**src/rtl/check_node_row_scheduler.sv**
```systemverilog
// Row-serial check-node scheduler for a layered LDPC decoder: walks every parity-check row,
// then launches the variable-node update, repeating until the syndrome clears or MAX_ITER is hit.
module check_node_row_scheduler #(
    parameter int NUM_ROWS = 8,
    parameter int MAX_ITER = 10,
    parameter int ROW_W    = 3,
    parameter int ITER_W   = 4
) (
    input  logic              clk,
    input  logic              reset,
    input  logic              start_decode,
    output logic              start_row_processing,
    input  logic              done_row_processing,
    output logic [ROW_W-1:0]  row_addr,
    output logic              start_vn_update,
    input  logic              done_vn_update,
    input  logic              syndrome_zero,
    output logic [ITER_W-1:0] iteration_count,
    output logic              busy,
    output logic              decode_done,
    output logic              converged
);

    typedef enum logic [2:0] {
        IDLE,
        ISSUE_ROW,
        WAIT_ROW,
        ISSUE_VN,
        WAIT_VN,
        FINISH
    } state_t;

    localparam logic [ROW_W-1:0]  LAST_ROW   = ROW_W'(NUM_ROWS - 1);
    localparam logic [ITER_W-1:0] ITER_LIMIT = ITER_W'(MAX_ITER);

    state_t            state;
    state_t            state_next;
    logic              row_last;
    logic [ITER_W-1:0] iter_inc;

    assign row_last = (row_addr == LAST_ROW);
    // Count saturates so a mis-set MAX_ITER can never wrap back to zero.
    assign iter_inc = (&iteration_count) ? iteration_count : iteration_count + ITER_W'(1);

    always_ff @(posedge clk) begin
        if (reset) begin
            state <= IDLE;
        end else begin
            state <= state_next;
        end
    end

    always_comb begin
        state_next = state;
        case (state)
            IDLE:      if (start_decode) state_next = ISSUE_ROW;
            ISSUE_ROW: state_next = WAIT_ROW;
            WAIT_ROW: begin
                if (done_row_processing) begin
                    state_next = row_last ? ISSUE_VN : ISSUE_ROW;
                end
            end
            ISSUE_VN:  state_next = WAIT_VN;
            WAIT_VN: begin
                if (done_vn_update) begin
                    if (syndrome_zero || (iter_inc == ITER_LIMIT)) begin
                        state_next = FINISH;
                    end else begin
                        state_next = ISSUE_ROW;
                    end
                end
            end
            FINISH:    state_next = IDLE;
            default:   state_next = IDLE;
        endcase
    end

    // Row pointer, iteration counter and convergence flag only move on accepted handshakes.
    always_ff @(posedge clk) begin
        if (reset) begin
            row_addr        <= '0;
            iteration_count <= '0;
            converged       <= 1'b0;
        end else begin
            case (state)
                IDLE: begin
                    if (start_decode) begin
                        row_addr        <= '0;
                        iteration_count <= '0;
                        converged       <= 1'b0;
                    end
                end
                WAIT_ROW: begin
                    if (done_row_processing) begin
                        row_addr <= row_last ? '0 : row_addr + ROW_W'(1);
                    end
                end
                WAIT_VN: begin
                    if (done_vn_update) begin
                        iteration_count <= iter_inc;
                        if (syndrome_zero) begin
                            converged <= 1'b1;
                        end
                    end
                end
                default: ;
            endcase
        end
    end

    assign start_row_processing = (state == ISSUE_ROW);
    assign start_vn_update      = (state == ISSUE_VN);
    assign decode_done          = (state == FINISH);
    assign busy                 = (state != IDLE);

endmodule
```
**config.mk**
```make
export PLATFORM = sky130hd
export DESIGN_NAME = check_node_row_scheduler
export DESIGN_NICKNAME = d
export VERILOG_FILES = /design/src/rtl/check_node_row_scheduler.sv
export SDC_FILE = /design/constraint.sdc
export NUM_CORES = 1
export LEC_CHECK = 0
export CORE_MARGIN = 1
export CORE_UTILIZATION = 45
export DETAILED_ROUTE_END_ITERATION = 8
export GPL_TIMING_DRIVEN = 0
export PLACE_DENSITY = 0.75
export SLEW_MARGIN = 30
export SYNTH_ARGS = -nofsm -noshare
export SYNTH_HDL_FRONTEND = slang
export SYNTH_SLANG_ARGS = --single-unit
```
**constraint.sdc**
```tcl
create_clock -name clk -period 1.6 [get_ports clk]
set_clock_uncertainty 0.05 [all_clocks]
set_input_delay 0.24 -clock clk [delete_from_list [all_inputs] [get_ports clk]]
set_output_delay 0.24 -clock clk [all_outputs]
set_load 0.02 [all_outputs]
```
Word level (Yosys, flattened, before mapping):

Index checks and enable logic that the tools add are counted.

* register bits: 11
* input port bits: 6
* output and inout port bits: 12
* word-level logic and storage cells: 45

* add/subtract/negate cells: 2
* eq/ne operators: 11
* muxes and demuxes: 18
* reduce and logical (&&, ||, !) cells: 10

Operator list (count)
* $mux W3: 7
* $pmux W3 S5: 1
* $mux W4: 3
* $eq A3 B3 Y1 const B: 3
* $reduce_and A3 Y1: 3
* $ne A2 B2 Y1 const B: 4
* $pmux W4 S2: 1
* $reduce_and A4 Y1: 2
* $eq A3 B2 Y1 const B: 2
* $pmux W3 S2: 1
* $add A4 B1 Y4 const B: 1
* $eq A4 B4 Y1 const B: 1
* $reduce_bool A2 Y1: 2
* $add A3 B1 Y3 const B: 1
* $eq A3 B1 Y1 const B: 1
* $logic_not A3 Y1: 1
* $mux W1: 3
* $reduce_bool A3 Y1: 1
* $mux W2: 1
* $pmux W1 S2: 1
* $logic_or A1 B1 Y1: 1

Depth between registers and ports, before layout:

Gate-level depths: netlist of run 1.

* word-level depth: 7
* mapped depth: 6
* gate-level depth less buffers: 6

Least setup slack after synthesis of run 1:

No wires, ideal clock.

* path type: register to register
* start point: register iteration_count[0]
* end point: register state[2]
* library setup time: 86 ps
* arrival time: 1443 ps
* data required time: 1464 ps
* path slack: 22 ps
* stages on the path, launching flop included: 6
* path buffers: 0
* period minus slack after synthesis: 1578 ps
* path through: dfxtp_1 ha_1 nand3_1 nor4_1 o221ai_1 a211oi_1

* cells in the longest elaborated chain, start to end: 7
* elaborated cells on any way between the ends: 8
* classes of those cells: add/sub (1); eq/ne (1); mux (4); reduce/logical (2)

RTL lines
* start: declaration: RTL line 18 `output logic [ITER_W-1:0] iteration_count,`
* start signal: assignment: RTL line 100 `iteration_count <= iter_inc;`
* $add A4 B1 Y4 or $reduce_and A4 Y1 (tied branches): RTL line 43 `assign iter_inc = (&iteration_count) ? iteration_count : iteration_count + ITER_W'(1);`
* $mux W4 (*): RTL line 43
* $eq A4 B4 Y1 (*): RTL line 66 `if (syndrome_zero || (iter_inc == ITER_LIMIT)) begin`
* $logic_or A1 B1 Y1 (*): RTL line 66
* $mux W3 (*): RTL line 66
* $mux W3 (*): RTL line 65 `if (done_vn_update) begin`
* $pmux W3 S5 (*): RTL line 55 `case (state)`
* end signal: assignment: RTL line 49 `state <= state_next;`
* end: declaration: RTL line 36 `state_t state;`

Every way passes the cells marked *; elsewhere a longest branch is shown, timed or not. The select of a mux whose other input is x is not followed.
A chain may end at the register's enable or synchronous reset.

Worst setup path after layout of run 1:

* start point: register row_addr[0]
* end point: output port row_addr[0]

RTL lines
* start: declaration: RTL line 14 `output logic [ROW_W-1:0] row_addr,`
* start signal: assignment: RTL line 95 `row_addr <= row_last ? '0 : row_addr + ROW_W'(1);`

No word-level cell between the ends.

==> flow_summary.yaml, run 1 <==
timing:
  worstMarginPinSlew_ns: 0.457
  final_cycle_utilization_of_the_critical_path: 0.963
  final-setup-viol-count: 0
  final_max_slew_viol_count: 0
  max_slew_margin: 0.696
  finalHoldViolCount: 0
  max_freq_mhz: 649
  post-route-worst-setup-slack_ns: 0.0590
  grt_setup_unrepaired: "false"
  finalWorstPathRequiredPeriod_ns: 1.54
synthesis:
  synth_simple_gate_area_share: 0.309
  synth-edff-count: 0
  yosys-mux-area-fraction: 0.0547
  synthesized_area_fraction_occupied_by_adder_cells: 0.0566
  synth_top_flop_cell: "dfxtp_1"
  post_synth_inst_count: 81
  largest_family_of_logic_cells_by_synthesized_area: "simple AND/OR/NAND/NOR gates"
  syn_area_um2: 663
  syn_nets: 90
  yosysUniqueCellTypes: 34
  ys_seq_area_frac: 0.332
  post_synth.cell_area_avg_um2: 8.19
  async_flop_share: 0
  area_leader_netlist: "dfxtp_1"
  netlist.area_leader.share: 0.332
  yosys_warnings: 0
  ys_top_cells_by_area: "dfxtp_1 (33%), a21oi_1 (7.5%), ha_1 (5.7%), nand2_1 (4.0%), nand2b_1 (3.8%)"
  synth_xor_area_frac: 0.0132
  synth-compound-area-share: 0.196
  ys_seq_elements: 11
  synth.cells.most_frequent: "dfxtp_1 (11), a21oi_1 (10), nand2_1 (7)"
  post-synth-top-count-cell: "dfxtp_1"
pwr:
  power.static_leakage_nw: 0.344
  power_per_cell_area_nw_per_um2: 716
  peakVddDrop_uv: 349
clock_tree:
  cts_buffers: 3
  htreeDepth: 1
  cts_num_sinks: 11
  cts_tree: "built"
  path_clk_slew_ns: 0.07
  clk-insertion-delay-late_ns: 0.26
  clock_tree.buffer_depth: 2
  cts.root.buffer_cell: "clkbuf_4"
worst_setup_path:
  slowest_stage: "clkdlybuf4s50_1"
  critical_path.n_buffers_inverters: 1
  ordered_cell_list_for_the_critical_path: "clkdlybuf4s50_1"
  crit_path_start_kind: "flip-flop"
  cp_max_fo: 4
  cp_top_family: "buffers and inverters"
  endpoint_class_of_the_critical_path: "output pin"
  critPathArrivalTime_ns: 1.25
  critical_path_class: "flip-flop to output pin"
  crit_path_max_incr_delay_ns: 0.62
  regToRegStartpoint: "row_addr[0]"
  worst-endpoint-required_ns: 1.31
  reg2reg_slack_ns: 0.12
  r2r.worst_path.cells: 4
  reg2reg_to: "row_addr[0]"
final_layout:
  final_nets: 111
  final_layout_size_suffix_gt1_frac: 0.248
  antenna_cells_inserted: 0
  regArea_um2: 226
  multi_input_logic_area_um2: 443
  n_fill_cell: 126
  fin_util: 0.670
  design_area_um2: 893
  instances_no_fill: 116
  flow.area_growth_from_synthesis_pct: 34.7
drt:
  routed_wl_um: 1490
  drt-vias-per-instance: 5.53
  detail_route.first_pass.iterations: 3
  vias: 641
  ant_nets: 0
  routed_wire_length_per_instance_um: 12.8
  drc: 0
  first_iter_violations: 3
global_route:
  number_of_global_route_vias_before_repair: 544
  grt_met2_use: 0.321
  grt_usage: 0.198
  grt.overflow.total: 0
  antenna_found_initial: 0
  grt_max_degree: 11
  grt_use_met1: 0.268
  global_route_wire_length_before_repair_um: 2210
  global_route.peak_usage_layer: "met2"
  gr_util_met3: 0.0333
place:
  port_buffers: 16
  placement.setup.worst_slack_ns: -0.326
  placed_wire_length_estimate_um: 1080
  routability_congestion: 0.832
  detailed_place.area_um2: 842
  place.detailed.instances: 112
floorplanning:
  placementRows: 13
  die_h_um: 40.4
  floorplan.initialDensity: 0.497
  floorplan.die.width_um: 40.4
  io_pins: 18
  core_area_um2: 1330
  die_area_um2: 1630
status:
  run_status: "finished clean"
min_path:
  min_delay_worst_endpoint: "row_addr[0]"
  hold_depth: 2
  min-delay-path-class: "primary input to flip-flop"
  hold_path.startpoint: "reset"
flow_run:
  drv_cap: 0
-- worst max path at each step --
stage,slack (ns),startpoint,cells past startpoint,end
2_1_floorplan,0.02,iteration_count[0],5,state[2]
3_3_place_gp,-0.30,state[0],4,start_row_processing
3_5_place_dp,-0.33,state[0],4,start_row_processing
4_1_cts,0.004,iteration_count[0],5,state[2]
5_1_grt,0.007,iteration_count[1],5,state[2]
6_report,0.06,row_addr[0],1,row_addr[0]
-- placed cells by master (no fill, tap or decap), types with 3 or more instances in the layout --
cell,count
dlygate4sd2_1,4
a21oi_1,10
buf_2,4
clkbuf_4,3
nor3_1,3
nand4_1,3
a211oi_1,3
nand2_1,7
clkdlybuf4s50_1,8
dfxtp_2,5
nor2_1,4
dfxtp_1,6
nand2b_1,4
o21ai_0,3
-- flip-flops by register name, summed over array words and instances, names as in the netlist --
register / count
state: 3
converged: 1
iteration_count: 4
row_addr: 3
-- cell type report --
class | instances | area share
Inverter | 2 | 0.00840
Sequential cell | 11 | 0.254
Timing Repair Buffer | 16 | 0.151
Tap cell | 15 | 0.0210
Clock buffer | 4 | 0.0294
Multi-Input combinational cell | 64 | 0.496
Buffer | 4 | 0.0406
-- per-stage QoR --
step                total power [mW]  setup TNS, ns  hold slack, ns
floorplan                      0.397              0           0.344
global placement               0.450          -1.23           0.405
detailed placement             0.451          -1.35           0.415
CTS                            0.646              0           0.326
global route                   0.672              0           0.342
finish                         0.639              0           0.333
-- cells by family (layout without fill, tap and decap cells) --
logic type	count (synthesis)	count (layout)
DFF	11	11
muxes	3	3
buffers and inverters	6	26
and+or+nand+nor	36	36
xor gates and xnor gates	1	1
adders and majority gates	3	3
AOI/OAI and AO/OA	21	21
-- power by group --
part | switching, mW | internal, mW | leakage [nW]
logic | 0.0827 | 0.0667 | 0.237
registers | 0.0158 | 0.285 | 0.0913
clock network | 0.0924 | 0.0963 | 0.0150
total | 0.191 | 0.448 | 0.344
-- what timing repair did --
item	in CTS	in global routing
pin swaps	0	0
resized for setup	27	10
setup endpoints to repair	8	4
buffers inserted	0	0
hold buffers	0	0
-- per-layer routing --
layer  wire (µm)  part of all wire
met4           0                 0
met1         744              0.50
met3          50             0.034
met5           0                 0
met2         692              0.47
(Power assumes the default switching activity.)
==> run 2, diff against run 1 <==
--- a/config.mk
+++ b/config.mk
@@ -6,10 +6,10 @@
 export NUM_CORES = 1
 export LEC_CHECK = 0
 export CORE_MARGIN = 1
-export CORE_UTILIZATION = 45
+export CORE_UTILIZATION = 49
 export DETAILED_ROUTE_END_ITERATION = 8
 export GPL_TIMING_DRIVEN = 0
-export PLACE_DENSITY = 0.75
+export PLACE_DENSITY = 0.81
 export SLEW_MARGIN = 30
 export SYNTH_ARGS = -nofsm -noshare
 export SYNTH_HDL_FRONTEND = slang
==> constraint.sdc (replaced) <==
create_clock -name clk -period 1.9 [get_ports clk]
set_clock_uncertainty 0.05 [all_clocks]
set_input_delay 0.285 -clock clk [delete_from_list [all_inputs] [get_ports clk]]
set_output_delay 0.285 -clock clk [all_outputs]
set_load 0.02 [all_outputs]
==> flow_summary.yaml, run 2 (synthesized netlist as in run 1, its figures left out) <==
floorplanning:
  floorplan.die.width_um: 38.8
  floorplan.initialDensity: 0.559
  die_area_um2: 1500
  placementRows: 12
  die_h_um: 38.8
  core_area_um2: 1190
  io_pins: 18
clock_tree:
  count_of_instances_resized_after_the_clock_tree_is_built: 5
  cts_buffers: 3
  clk-insertion-delay-late_ns: 0.27
  clock_tree.buffer_depth: 2
  cts_tree: "built"
  path_clk_slew_ns: 0.08
  cts.repair_timing.setup_buffer_count: 0
  htreeDepth: 1
  cts_num_sinks: 11
  cts_hold_repair.buffers: 0
  cts.root.buffer_cell: "clkbuf_4"
place:
  placed_wire_length_estimate_um: 1100
  port_buffers: 16
  routability_congestion: 0.830
  place.detailed.instances: 111
  placement.setup.worst_slack_ns: -0.0787
  detailed_place.area_um2: 841
min_path:
  min-delay-path-class: "primary input to flip-flop"
  hold_depth: 2
  hold_path.startpoint: "reset"
  min_delay_worst_endpoint: "row_addr[2]"
pwr:
  power.share.combinational: 0.228
  peakVddDrop_uv: 426
  power.internal_uw: 371
  seq_power_share: 0.466
  netSwitchingFraction: 0.313
  power_per_cell_area_nw_per_um2: 617
  power.clock.fraction: 0.306
  total_switching_power_uw: 169
  power.static_leakage_nw: 0.329
drt:
  routed_wire_length_per_instance_um: 13.3
  drt-vias-per-instance: 5.78
  ant_nets: 0
  vias: 665
  drc: 0
  detail_route.first_pass.iterations: 4
  routed_wl_um: 1540
  first_iter_violations: 15
final_layout:
  leading_cell_type_in_the_layout_fill_and_taps_excluded: "clkdlybuf4s50_1"
  final_layout_size_suffix_gt1_frac: 0.139
  antenna_cells_inserted: 0
  largestRegisters: "iteration_count: 4 flops, row_addr: 3 flops, state: 3 flops"
  commonest_cells_after_routing_fill_and_taps_aside: "clkdlybuf4s50_1 (12), dfxtp_1 (11), a21oi_1 (10)"
  regArea_um2: 220
  registers.top_by_ff_count: "iteration_count"
  multi_input_logic_area_um2: 423
  instances_no_fill: 115
  final_nets: 111
  design_area_um2: 876
  n_fill_cell: 105
  largest_register_ffs: 4
  flow.area_growth_from_synthesis_pct: 32.1
timing:
  max_slew_margin: 0.681
  finalHoldViolCount: 0
  max_freq_mhz: 544
  post-route-worst-setup-slack_ns: 0.0633
  final-setup-viol-count: 0
  finalWorstPathRequiredPeriod_ns: 1.84
  final_max_slew_viol_count: 0
  grt_setup_unrepaired: "false"
  worstMarginPinSlew_ns: 0.478
  final_cycle_utilization_of_the_critical_path: 0.967
global_route:
  global_route_wire_length_before_repair_um: 2440
  grt.overflow.total: 0
  number_of_global_route_vias_before_repair: 559
  grt_max_degree: 11
  grt_usage: 0.242
  antenna_found_initial: 0
worst_setup_path:
  endpoint_class_of_the_critical_path: "output pin"
  cp_max_fo: 10
  critPathArrivalTime_ns: 1.50
  critical_path_class: "flip-flop to output pin"
  reg2reg_to: "state[2]"
  ordered_cell_list_for_the_critical_path: "clkbuf_4 -> nand2_1 -> nor2_1 -> dlygate4sd2_1"
  cp_top_family: "buffers and inverters"
  r2r.worst_path.cells: 5
  slowest_stage: "dfxtp_1"
  regToRegStartpoint: "iteration_count[0]"
  crit_path_max_incr_delay_ns: 0.45
  reg2reg_slack_ns: 0.24
  worst-endpoint-required_ns: 1.56
  critical_path.n_buffers_inverters: 2
  crit_path_start_kind: "flip-flop"
flow_run:
  drv_cap: 0
status:
  run_status: "finished clean"
-- run 2: cell count changes in the layout (fill, tap and decap cells not counted), moves of 2 or more --
cell / before / now
buf_2: 4 / 1
clkbuf_4: 3 / 5
clkdlybuf4s50_1: 8 / 12
dfxtp_2: 5 / 0
dfxtp_1: 6 / 11
-- run 2: metal layers --
| layer | track usage | part of all wire | vias to the layer above |
|---|---|---|---|
| met5 | 0 | 0 | - |
| met4 | 0.138 | 0.023 | 0 |
| met3 | 0.0405 | 0.053 | 5 |
| met2 | 0.367 | 0.46 | 22 |
| met1 | 0.319 | 0.46 | 297 |
| li1 | - | - | 341 |
-- run 2: worst max-delay path by stage --
stage / from / to / slack (ns) / cells after the start
finish: state[1] / start_vn_update / 0.06 / 4
global route: state[0] / start_row_processing / 0.002 / 4
CTS: state[0] / start_row_processing / 0.07 / 4
detailed placement: state[0] / start_row_processing / -0.08 / 4
global placement: state[0] / start_row_processing / -0.05 / 4
floorplan: iteration_count[0] / state[2] / 0.32 / 5
-- run 2: through the flow --
step / hold WS, ns / TNS, ns / util / power, mW
after global routing: 0.432 / 0 / 0.738 / 0.562
after floorplan: 0.389 / 0 / - / 0.334
final: 0.386 / 0 / 0.738 / 0.540
after CTS: 0.384 / 0 / 0.729 / 0.535
after global placement: 0.407 / -0.0629 / 0.709 / 0.378
after detailed placement: 0.413 / -0.0993 / 0.709 / 0.379
-- run 2: power groups by stage --
stage               clock (mW)  sequential (mW)  combinational [mW]
global route             0.175            0.253               0.134
detailed placement           0            0.256               0.123
floorplan                    0            0.259              0.0751
CTS                      0.165            0.251               0.119
global placement             0            0.256               0.122
finish                   0.166            0.252               0.123
-- run 2: area by class of cell --
class,count,share of cell area
Buffer,4,0.0271
Timing Repair Buffer,16,0.179
Tap cell,14,0.0200
Inverter,2,0.00857
Multi-Input combinational cell,64,0.483
Sequential cell,11,0.251
Clock buffer,3,0.0257
Clock inverter,1,0.00571
==> run 3, diff against run 2 <==
--- a/config.mk
+++ b/config.mk
@@ -10,7 +10,9 @@
 export DETAILED_ROUTE_END_ITERATION = 8
 export GPL_TIMING_DRIVEN = 0
 export PLACE_DENSITY = 0.81
+export SKIP_CTS_REPAIR_TIMING = 1
 export SLEW_MARGIN = 30
 export SYNTH_ARGS = -nofsm -noshare
 export SYNTH_HDL_FRONTEND = slang
 export SYNTH_SLANG_ARGS = --single-unit
+export TNS_END_PERCENT = 50
==> flow_summary.yaml, run 3 (synthesized netlist as in run 1, its figures left out) <==
status:
  run_status: "finished, violations left"
  failed_checks: "setup timing"
global_route:
  grt_max_degree: 11
  antenna_found_initial: 0
  global_route_wire_length_before_repair_um: 2400
  grt_usage: 0.239
  number_of_global_route_vias_before_repair: 546
  grt.overflow.total: 0
pwr:
  total_power_consumption_of_the_routed_design_uw: 543
  power.static_leakage_nw: 0.348
  peakVddDrop_uv: 424
  power_per_cell_area_nw_per_um2: 618
floorplanning:
  placementRows: 12
  die_area_um2: 1500
  io_pins: 18
  die_h_um: 38.8
  floorplan.initialDensity: 0.559
  core_area_um2: 1190
  floorplan.die.width_um: 38.8
final_layout:
  final_layout_size_suffix_gt1_frac: 0.129
  antenna_cells_inserted: 0
  registers.top_by_ff_count: "iteration_count"
  instances_no_fill: 115
  design_area_um2: 880
  flow.area_growth_from_synthesis_pct: 32.6
  commonest_cells_after_routing_fill_and_taps_aside: "clkdlybuf4s50_1 (14), dfxtp_1 (11), a21oi_1 (10)"
  final_nets: 111
  largest_register_ffs: 4
  leading_cell_type_in_the_layout_fill_and_taps_excluded: "clkdlybuf4s50_1"
  largestRegisters: "iteration_count: 4 flops, row_addr: 3 flops, state: 3 flops"
  fin_util: 0.742
worst_setup_path:
  endpoint_class_of_the_critical_path: "output pin"
  critPathArrivalTime_ns: 1.78
  reg2reg_slack_ns: 0.21
  critical_path_class: "flip-flop to output pin"
  crit_path_start_kind: "flip-flop"
  cp_max_fo: 10
  worst-endpoint-required_ns: 1.56
clock_tree:
  cts.root.buffer_cell: "clkbuf_4"
  cts_buffers: 3
  cts_tree: "built"
  clk-insertion-delay-late_ns: 0.28
  htreeDepth: 1
  cts_num_sinks: 11
  clock_tree.buffer_depth: 2
  path_clk_slew_ns: 0.07
place:
  placement.setup.worst_slack_ns: -0.0787
  place.detailed.instances: 111
  port_buffers: 16
  placed_wire_length_estimate_um: 1100
  detailed_place.area_um2: 841
  routability_congestion: 0.830
timing:
  final_max_slew_viol_count: 0
  timing.hold.ws_ns: 0.388
  worstMarginPinSlew_ns: 0.481
  finalHoldViolCount: 0
  finalWorstPathRequiredPeriod_ns: 2.11
  max_freq_mhz: 473
  final-setup-viol-count: 2
  grt_setup_unrepaired: "true"
  fin_tns_setup_ns: -0.375
  final_cycle_utilization_of_the_critical_path: 1.11
  max_slew_margin: 0.680
  post-route-worst-setup-slack_ns: -0.214
drt:
  routed_wire_length_per_instance_um: 13.5
  routedLengthMet1_um: 742
  wl_met3_um: 83
  vias: 663
  drt-vias-per-instance: 5.77
  first_iter_violations: 29
  route.top_layer_used: "met4"
  met2WireLength_um: 691
  ant_nets: 0
  routed_wl_um: 1550
  drc: 0
  detail_route.first_pass.iterations: 4
min_path:
  min-delay-path-class: "primary input to flip-flop"
flow_run:
  drv_cap: 0
==> run 3: cell types whose count changed in the layout (fill, tap and decap cells not counted), sizes merged <==
cell and delta:
clkdlybuf4s15 -1, buf -1, dlygate4sd2 -3, dlymetal6s2s +2, clkdlybuf4s50 +2, clkbuf +1
==> run 3: area by class of cell <==
type,count,area (µm²)
Sequential cell,11,220
Inverter,2,7.51
Multi-Input combinational cell,64,418
Clock inverter,1,5.00
Fill cell,102,307
Timing Repair Buffer,16,165
Clock buffer,3,22.5
Buffer,4,23.8
Tap cell,14,17.5
==> run 3: worst max-delay path: stages (launching register included) <==
cell and delay (ns):
dfxtp_1 0.45, clkbuf_4 0.25, nand2_1 0.06, nor2_1 0.12, clkdlybuf4s50_1 0.62
==> run 3: metal layers <==
layer	GRT usage	vias to the layer above
li1	-	342
met1	0.312	291
met2	0.363	25
met3	0.0405	5
met4	0.138	0
met5	0	-
==> run 3: worst paths after layout <==
kind,startpoint,end,cells after the start
min,reset,row_addr[2],2
max reg2reg,iteration_count[0],state[2],5
max,state[1],start_vn_update,4
min reg2reg,row_addr[2],row_addr[2],2
==> run 3: where the power goes <==
part / internal, mW / switching (mW)
sequential: 0.239 / 0.0128
clock: 0.0781 / 0.0876
combinational: 0.0574 / 0.0686
